**src/rtl/pos_gen_pkg.sv**
```systemverilog
// Shared types, constants and the slot-to-pixel mapping for the memory-game card position generator.
package pos_gen_pkg;

  typedef enum logic [1:0] {INIT, SHUFFLE, LOAD, DONE} state_t;

  typedef logic [3:0] slot_t;
  typedef logic [9:0] coord_t;

  typedef struct packed {
    coord_t x;
    coord_t y;
  } xy_t;

  // Galois feedback mask for the x^16 + x^14 + x^13 + x^11 + 1 polynomial (right-shifting form)
  localparam logic [15:0] LFSR_TAPS    = 16'hB400;
  localparam logic [15:0] DEFAULT_SEED = 16'hACE1;

  // Slot bits [1:0] select the grid column, bits [3:2] the grid row
  function automatic xy_t slot_to_xy(input slot_t slot, input coord_t x_origin, input coord_t y_origin,
                                     input coord_t x_pitch, input coord_t y_pitch);
    xy_t xy;
    xy.x = x_origin + coord_t'(slot[1:0]) * x_pitch;
    xy.y = y_origin + coord_t'(slot[3:2]) * y_pitch;
    return xy;
  endfunction

  // Smallest all-ones mask covering k, so rejection sampling wastes at most half the draws
  function automatic slot_t shuffle_mask(input slot_t k);
    if (k[3])      return 4'hF;
    else if (k[2]) return 4'h7;
    else if (k[1]) return 4'h3;
    else           return 4'h1;
  endfunction

endpackage

```
**src/rtl/pos_lfsr16.sv**
```systemverilog
// Free-running 16-bit Galois LFSR; a zero seed is swapped for the default so the register never locks up.
module pos_lfsr16
  import pos_gen_pkg::*;
#(
  parameter logic [15:0] SEED = DEFAULT_SEED
)(
  input  logic        clk,
  input  logic        rst_n,
  output logic [15:0] state
);

  localparam logic [15:0] LOAD_SEED = (SEED == 16'd0) ? DEFAULT_SEED : SEED;

  always_ff @(posedge clk or negedge rst_n) begin
    if (!rst_n) state <= LOAD_SEED;
    else        state <= {1'b0, state[15:1]} ^ (state[0] ? LFSR_TAPS : 16'd0);
  end

endmodule

```
**src/rtl/card_pos_generator.sv**
```systemverilog
// Shuffles 16 card slots on a 4x4 grid with an LFSR-driven Fisher-Yates pass and publishes the pixel positions.
// Define POSGEN_RESHUFFLE_EN to add a reshuffle input that restarts the shuffle from the DONE state.
module card_pos_generator
  import pos_gen_pkg::*;
#(
  parameter logic [15:0] SEED     = 16'hACE1,
  parameter int          X_ORIGIN = 80,
  parameter int          Y_ORIGIN = 40,
  parameter int          X_PITCH  = 120,
  parameter int          Y_PITCH  = 110
)(
  input  logic       FPGA_Clk,
  input  logic       FPGA_Rst_n,
`ifdef POSGEN_RESHUFFLE_EN
  input  logic       reshuffle,
`endif
  output logic [9:0] card1X, card2X, card3X, card4X, card5X, card6X, card7X, card8X,
  output logic [9:0] card9X, card10X, card11X, card12X, card13X, card14X, card15X, card16X,
  output logic [9:0] card1Y, card2Y, card3Y, card4Y, card5Y, card6Y, card7Y, card8Y,
  output logic [9:0] card9Y, card10Y, card11Y, card12Y, card13Y, card14Y, card15Y, card16Y,
  output logic [3:0] c,
  output logic       d,
  output logic       e
);

  localparam coord_t XO = coord_t'(X_ORIGIN);
  localparam coord_t YO = coord_t'(Y_ORIGIN);
  localparam coord_t XP = coord_t'(X_PITCH);
  localparam coord_t YP = coord_t'(Y_PITCH);

  state_t      state;
  slot_t       k;
  slot_t       r;
  slot_t       perm     [16];
  coord_t      card_x   [16];
  coord_t      card_y   [16];
  xy_t         perm_xy  [16];
  xy_t         ident_xy [16];
  logic [15:0] lfsr;
  logic        unused_lfsr;

  pos_lfsr16 #(.SEED(SEED)) u_lfsr (
    .clk   (FPGA_Clk),
    .rst_n (FPGA_Rst_n),
    .state (lfsr)
  );

  assign c           = lfsr[3:0];
  assign unused_lfsr = &{1'b0, lfsr[15:4]};
  assign r           = c & shuffle_mask(k);

  always_comb begin
    for (int i = 0; i < 16; i++) begin
      perm_xy[i]  = slot_to_xy(perm[i], XO, YO, XP, YP);
      ident_xy[i] = slot_to_xy(slot_t'(i), XO, YO, XP, YP);
    end
  end

  // Draws with r > k are rejected and retried on the next LFSR value, keeping the shuffle unbiased
  always_ff @(posedge FPGA_Clk or negedge FPGA_Rst_n) begin
    if (!FPGA_Rst_n) begin
      state <= INIT;
      k     <= 4'd15;
      d     <= 1'b0;
      e     <= 1'b0;
      for (int i = 0; i < 16; i++) begin
        perm[i]   <= slot_t'(i);
        card_x[i] <= ident_xy[i].x;
        card_y[i] <= ident_xy[i].y;
      end
    end else begin
      case (state)
        INIT: begin
          d     <= 1'b1;
          state <= SHUFFLE;
        end
        SHUFFLE: begin
          if (r <= k) begin
            perm[k] <= perm[r];
            perm[r] <= perm[k];
            if (k == 4'd1) state <= LOAD;
            else           k     <= k - 4'd1;
          end
        end
        LOAD: begin
          for (int i = 0; i < 16; i++) begin
            card_x[i] <= perm_xy[i].x;
            card_y[i] <= perm_xy[i].y;
          end
          d     <= 1'b0;
          e     <= 1'b1;
          state <= DONE;
        end
`ifdef POSGEN_RESHUFFLE_EN
        DONE: begin
          if (reshuffle) begin
            k     <= 4'd15;
            d     <= 1'b1;
            e     <= 1'b0;
            state <= SHUFFLE;
          end
        end
`endif
        default: ;
      endcase
    end
  end

  assign card1X  = card_x[0];   assign card1Y  = card_y[0];
  assign card2X  = card_x[1];   assign card2Y  = card_y[1];
  assign card3X  = card_x[2];   assign card3Y  = card_y[2];
  assign card4X  = card_x[3];   assign card4Y  = card_y[3];
  assign card5X  = card_x[4];   assign card5Y  = card_y[4];
  assign card6X  = card_x[5];   assign card6Y  = card_y[5];
  assign card7X  = card_x[6];   assign card7Y  = card_y[6];
  assign card8X  = card_x[7];   assign card8Y  = card_y[7];
  assign card9X  = card_x[8];   assign card9Y  = card_y[8];
  assign card10X = card_x[9];   assign card10Y = card_y[9];
  assign card11X = card_x[10];  assign card11Y = card_y[10];
  assign card12X = card_x[11];  assign card12Y = card_y[11];
  assign card13X = card_x[12];  assign card13Y = card_y[12];
  assign card14X = card_x[13];  assign card14Y = card_y[13];
  assign card15X = card_x[14];  assign card15Y = card_y[14];
  assign card16X = card_x[15];  assign card16Y = card_y[15];

endmodule

```
**config.mk**
```make
export PLATFORM = sky130hd
export DESIGN_NAME = card_pos_generator
export DESIGN_NICKNAME = d
export VERILOG_FILES = /design/src/rtl/pos_gen_pkg.sv /design/src/rtl/pos_lfsr16.sv /design/src/rtl/card_pos_generator.sv
export SDC_FILE = /design/constraint.sdc
export NUM_CORES = 1
export LEC_CHECK = 0
export ABC_AREA = 1
export BUFFER_PORTS_ARGS = -buffer_cell sky130_fd_sc_hd__buf_2
export CAP_MARGIN = 40
export CELL_PAD_IN_SITES_DETAIL_PLACEMENT = 1
export CELL_PAD_IN_SITES_GLOBAL_PLACEMENT = 1
export CORE_UTILIZATION = 30
export DETAILED_ROUTE_END_ITERATION = 6
export MAX_ROUTING_LAYER = met4
export PLACE_DENSITY_LB_ADDON = 0.1
export SLEW_MARGIN = 10
export SYNTH_ARGS = -nofsm -noshare
export SYNTH_HDL_FRONTEND = slang
export SYNTH_SLANG_ARGS = --single-unit
```
**constraint.sdc**
```tcl
create_clock -name FPGA_Clk -period 2.9 [get_ports FPGA_Clk]
set_input_delay 0.435 -clock FPGA_Clk [delete_from_list [all_inputs] [get_ports FPGA_Clk]]
set_output_delay 0.435 -clock FPGA_Clk [all_outputs]
set_load 0.01 [all_outputs]
```
## Word-level counts from Yosys, hierarchy flattened

Index checks and enable logic that the tools add are counted.

- Output and inout bits: 326
- Input port bits: 2
- Word-level logic and storage cells: 161
- Register bits: 408

- Bitwise gates (word level): 5
- Multiply operators: 32
- Equality and inequality tests: 5
- Mux-type cells: 20
- $lt $le $gt $ge: 5
- Reductions and logical operators: 8
- $add $sub $neg: 33

Operators with widths:

| cell | count |
|---|---|
| $add 6x9->10 const A | 16 |
| $add 7x9->10 const A | 16 |
| $bwmux 64 | 2 |
| $mul 2x6->8 const B | 16 |
| $mul 2x4->6 const B | 16 |
| $bmux 4 s4 | 2 |
| $demux 4 s4 | 2 |
| $mux 4 | 7 |
| $mux 16 | 1 |
| $xor 15x16->16 | 1 |
| $ge 5x5->1 const B | 2 |
| $lt 5x1->1 const B | 2 |
| $not 4->5 | 2 |
| $mux 2 | 3 |
| $pmux 2 s3 | 1 |
| $reduce_and 3->1 | 2 |
| $and 4x4->4 | 1 |
| $eq 4x1->1 const B | 1 |
| $le 4x4->1 | 1 |
| $ne 2x2->1 const B | 2 |
| $sub 4x1->4 const B | 1 |
| $mux 3 | 1 |
| $reduce_bool 3->1 | 1 |
| $eq 2x1->1 const B | 1 |
| 7 further kinds | 8 |

## Longest topological paths before layout

- Depth after elaboration: 10
- Mapped depth: 15
- Mapped depth without buffers: 12

## Hierarchy

Synthesis repeated with hierarchy kept, for this count alone.

- Cells, all modules: 2,392
- Area total of the unflattened synthesis: 19,407.4 sq um

Modules (own cells, without submodules):

| module | sequential area each (sq um) | cells each | area each (sq um) | times used |
|---|---|---|---|---|
| card_pos_generator | 8,378.0 | 2,363 | 18,948.2 | 1 |
| pos_lfsr16 | 410.4 | 29 | 459.2 | 1 |

## Worst setup path after synthesis

No wires, ideal clock.

- Kind: register -> register
- Start: reg k[1]
- End: reg perm[62] (netlist bit)
- Cell stages (with the launch flop): 14
- Slack: 0.475 ns
- Data required time: 2.783 ns
- Buffers on the path: 2
- Data arrival time: 2.309 ns
- Period minus slack after synthesis: 2.425 ns
- Library setup time: 0.117 ns
- Path through: dfstp_2 buf_2 inv_2 a21boi_4 ha_1 a21oi_1 o21bai_1 nand2_1 nand2_2 buf_4 a21oi_2 nand2_1 nor2_1 nor2_1

- Cells in the longest elaborated chain, start to end: 10
- Elaborated cells between the ends (all ways): 26
- Those cells by class: order compare (5); mux (15); bitwise (3); reduce/logical (3)

Ends and longest elaborated chain:

| what | RTL line | text |
|---|---|---|
| from (decl) | card_pos_generator.sv:32 | `slot_t k;` |
| from (signal assigned) | card_pos_generator.sv:82 | `else k <= k - 4'd1;` |
| $mux 2 | pos_gen_pkg.sv:31 | `else if (k[1]) return 4'h3;` |
| $mux 3 | pos_gen_pkg.sv:30 | `else if (k[2]) return 4'h7;` |
| $mux 4 | pos_gen_pkg.sv:29 | `if (k[3]) return 4'hF;` |
| $and 4x4->4 | card_pos_generator.sv:50 | `assign r = c & shuffle_mask(k);` |
| $not 4->5 (not written as such) | card_pos_generator.sv:79, card_pos_generator.sv:80 |  |
| $ge 5x5->1 (not written as such) (tied with other cells) | card_pos_generator.sv:80 | `perm[r] <= perm[k];` |
| $logic_and 1x1->1 (not written as such) / $mux 4 (equally long branches) | card_pos_generator.sv:80, card_pos_generator.sv:79 |  |
| $mux 4 (on tied branches) | card_pos_generator.sv:80, card_pos_generator.sv:79 |  |
| $demux 4 s4 / $bwmux 64 (equally long branches) | card_pos_generator.sv:80, card_pos_generator.sv:79 |  |
| $bwmux 64 | card_pos_generator.sv:80 |  |
| to (signal, indexed assignment) | card_pos_generator.sv:67 | `perm[i] <= slot_t'(i);` |
| to (signal, indexed assignment) | card_pos_generator.sv:79 | `perm[k] <= perm[r];` |
| to (signal, indexed assignment) | card_pos_generator.sv:80 |  |
| to (decl) | card_pos_generator.sv:34 | `slot_t perm [16];` |

Parallel ways exist; a longest one is shown, timed or not. The select of a mux whose other input is x is not followed.
A chain may end at the register's enable or synchronous reset.

## Worst setup path in the final report

- Start: reg k[3]
- End: reg perm[58] (netlist bit)

- Cells in the longest elaborated chain, start to end: 8
- Elaborated cells between the ends (all ways): 24
- Those cells by class: order compare (5); mux (13); bitwise (3); reduce/logical (3)

Ends and longest elaborated chain:

| what | RTL line |
|---|---|
| $mux 4 | pos_gen_pkg.sv:29 |
| $and 4x4->4 | card_pos_generator.sv:50 |
| $not 4->5 (not written as such) | card_pos_generator.sv:79, card_pos_generator.sv:80 |
| $ge 5x5->1 (not written as such) (tied with other cells) | card_pos_generator.sv:80 |
| $logic_and 1x1->1 (not written as such) / $mux 4 (equally long branches) | card_pos_generator.sv:80, card_pos_generator.sv:79 |
| $mux 4 (on tied branches) | card_pos_generator.sv:80, card_pos_generator.sv:79 |
| $demux 4 s4 / $bwmux 64 (equally long branches) | card_pos_generator.sv:80, card_pos_generator.sv:79 |
| $bwmux 64 | card_pos_generator.sv:80 |

Parallel ways exist; a longest one is shown, timed or not. The select of a mux whose other input is x is not followed.

==> out/metrics.cfg <==
[synthesis]
synth_mux_area_share_pct = 0
netlist_instances = 2396
synthMostInstantiatedCell = nand2_1
synth_top_family_by_area = simple AND/OR/NAND/NOR gates
synth_compound_area_share_pct = 7.619
synth-seq-area-share_pct = 45.24
synth-adder-area-share_pct = 12.88
synthArstFlopShare_pct = 100.0
synth_xor_area_share_pct = 0.6763
ys_types = 37
synthTopCellsByCount = nand2_1 (746), nor2_1 (369), dfrtp_1 (200), ha_1 (200), inv_1 (191)
synth_top_cells_by_area = dfrtp_1 (26%), dfstp_2 (19%), nand2_1 (14%)
synthFlopType = dfrtp_1
yosysWarnings = 0
avgSynthCellArea_sq_um = 8.108
synth_area_sq_um = 19430
ys_ff_latch = 344
yosysTopAreaCell = dfrtp_1
synth-edff-count = 0
synth_top_area_share_pct = 25.76
synth-simple-area-share_pct = 25.12

[global_route]
grt_max_degree = 99
first_global_vias = 16860
antenna_found_initial = 0
grt_pass1_wl_um = 102600
grt-ovfl-total = 0
grtUsageTotal_pct = 20.57

[die]
die_x_um = 256.5
pin_count = 328
dieHeight_um = 256.5
rows = 92
dieArea_sq_um = 65770
core-area_sq_um = 63540
initial_core_util_pct = 30.57

[routing]
ant_nets = 0
wl_per_cell_um = 18.61
num_vias = 16230
drc_errors = 0
routed_wl_um = 66090
first_pass_iters = 5
dr.first_iter.drc_count = 730
vias_per_cell = 4.570

[sta]
rsz0062_at_grt = no
finalCritPeriodShare_pct = 90.31
hold_violations = 0
finalCriticalPeriod_ps = 2619
fin_setup_tns_ps = 0
worst_slack_ps = 281.0
maxSlewHeadroom_pct = 60.29
maxSlewViolCount = 0
clock_skew_ps = 25.89
setup_violations = 0
tightest_slew_ps = 595.6
fmax_ghz = 0.3818

[cts]
cts_resized = 0
cts.clk_slew.worst_paths_ps = 70
cts_tree = yes
cts_buffer_depth = 3
cts_max_level = 2
clk_latency_ps = 580
holdBufCountCts = 1
cts_setup_buffers = 0
cts_sinks = 344
numCtsBuffers = 43
root_buffer = clkbuf_16

[setup_path]
rr_startpoint = k[3]
critPathArrivalTime_ps = 3090
r2r_cells = 12
critPathCapture = perm[58]
critPathKind = flop to flop
start_kind = flop
critPathLaunch = k[3]
worstPathRequired_ps = 3370
ff2ff_setup_slack_ps = 280
cp_max_fo = 8
reg2reg_to = perm[58]
cp-end-kind = flop

[final_layout]
layout.nets = 2873
stdcell_count = 3552
fillers = 7676
post-route-cell-area_sq_um = 23210
top_register = perm
antenna_cells = 0
reg_top3 = perm x64, u_lfsr.state x16
largest_reg_flops = 64
drive_gt1_share_pct = 21.69
syn2layout_area_growth_pct = 19.46

[placement]
place_area_sq_um = 21710
dp_hpwl_um = 48760
globalplace.congestion = 0.8958
port_buffers = 263
place_inst = 3471
post-place-ws_ps = 310.8

[power]
leakagePower_nw = 12.32
p_total_mw = 10.63
peakVddDrop_v = 0.0003513
powerDensity_nw_per_um2 = 458.2

[flow_run]
drv_cap = 0

[worst_hold_path]
min_from = u_lfsr.state[4]
min_path_type = flop to flop

[status]
status = finished, final reports clean

power breakdown:
part | switching, mW | internal, mW | total, mW | leakage, nW
registers | 0 | 4.81 | 4.81 | 4.10
clock network | 2.20 | 3.46 | 5.66 | 0.735
logic | 0.140 | 0.0164 | 0.157 | 7.49
how the worst min path moves through the flow:
stage / to / slack (ps) / cells after the start
4_1_cts: u_lfsr.state[3] / 350 / 0
6_report: u_lfsr.state[3] / 350 / 0
3_3_place_gp: u_lfsr.state[3] / 340 / 0
5_1_grt: u_lfsr.state[6] / 360 / 0
3_5_place_dp: u_lfsr.state[11] / 340 / 0
2_1_floorplan: card10X[4] / 140 / 0
cells in the final DEF, fill, tap and decap left out, types with 12 or more instances in the layout:
| cell type | synthesis | layout |
|---|---|---|
| inv_1 | 191 | 191 |
| dfrtp_1 | 200 | 200 |
| nand4_1 | 15 | 15 |
| nand2_1 | 746 | 746 |
| nor2_1 | 369 | 369 |
| o21a_1 | 21 | 21 |
| clkbuf_8 | 0 | 12 |
| buf_2 | 17 | 262 |
| ha_1 | 200 | 199 |
| xor2_1 | 13 | 13 |
| clkbuf_1 | 45 | 12 |
| clkbuf_16 | 0 | 44 |
| conb_1 | 1 | 64 |
| o21ai_0 | 116 | 116 |
| a21oi_1 | 69 | 69 |
| or2_2 | 15 | 15 |
| dfstp_2 | 144 | 144 |
| buf_4 | 75 | 40 |
| nand3_1 | 52 | 52 |
| a31oi_1 | 14 | 14 |
per-stage QoR:
stage / hold WS (ps) / util [%]
finish: 352.2 / 36.52
global route: 356.6 / 36.52
CTS: 354.3 / 36.52
detailed placement: 337.9 / 34.16
global placement: 336.2 / 34.16
floorplan: 139.4 / -
kinds of logic (layout without fill, tap and decap cells):
| family | after synthesis | after routing |
|---|---|---|
| simple gates | 1226 | 1226 |
| buf+inv | 350 | 597 |
| flops | 344 | 344 |
| compound gates | 260 | 260 |
| fa+ha+maj | 200 | 200 |
| xor+xnor | 15 | 15 |
| other cells | 1 | 64 |
worst max-delay path, stage by stage (launching register included):
cell and delay [ps]:
dfstp_2 610, nor2_4 100, nor2_1 300, ha_1 320
inv_1 60, o21bai_1 70, nand2_1 80, nand2_2 80
buf_4 200, a21oi_1 410, nand2_1 110, nor2_1 110
nor2_1 50
cell type report:
cell class | count | area, sq um | share of cell area (%)
multi-input cells | 1765 | 9246 | 39.84
flip-flops and latches | 344 | 8788 | 37.87
clock buffers | 68 | 1311 | 5.651
inverters | 202 | 765.7 | 3.300
clock inverters | 12 | 178.9 | 0.7710
well taps | 846 | 1059 | 4.561
repair buffers | 315 | 1857 | 8.001
metal layers:
metal  GRT usage (%)  part of all wire (%)  wire length [um]
met5               -                     0                 0
met1           26.84                    47             31080
met2           33.44                    47             31280
met4           5.159                   2.3              1527
met3           2.975                   3.3              2199
Note: power is estimated with default switching activity, not from simulation.
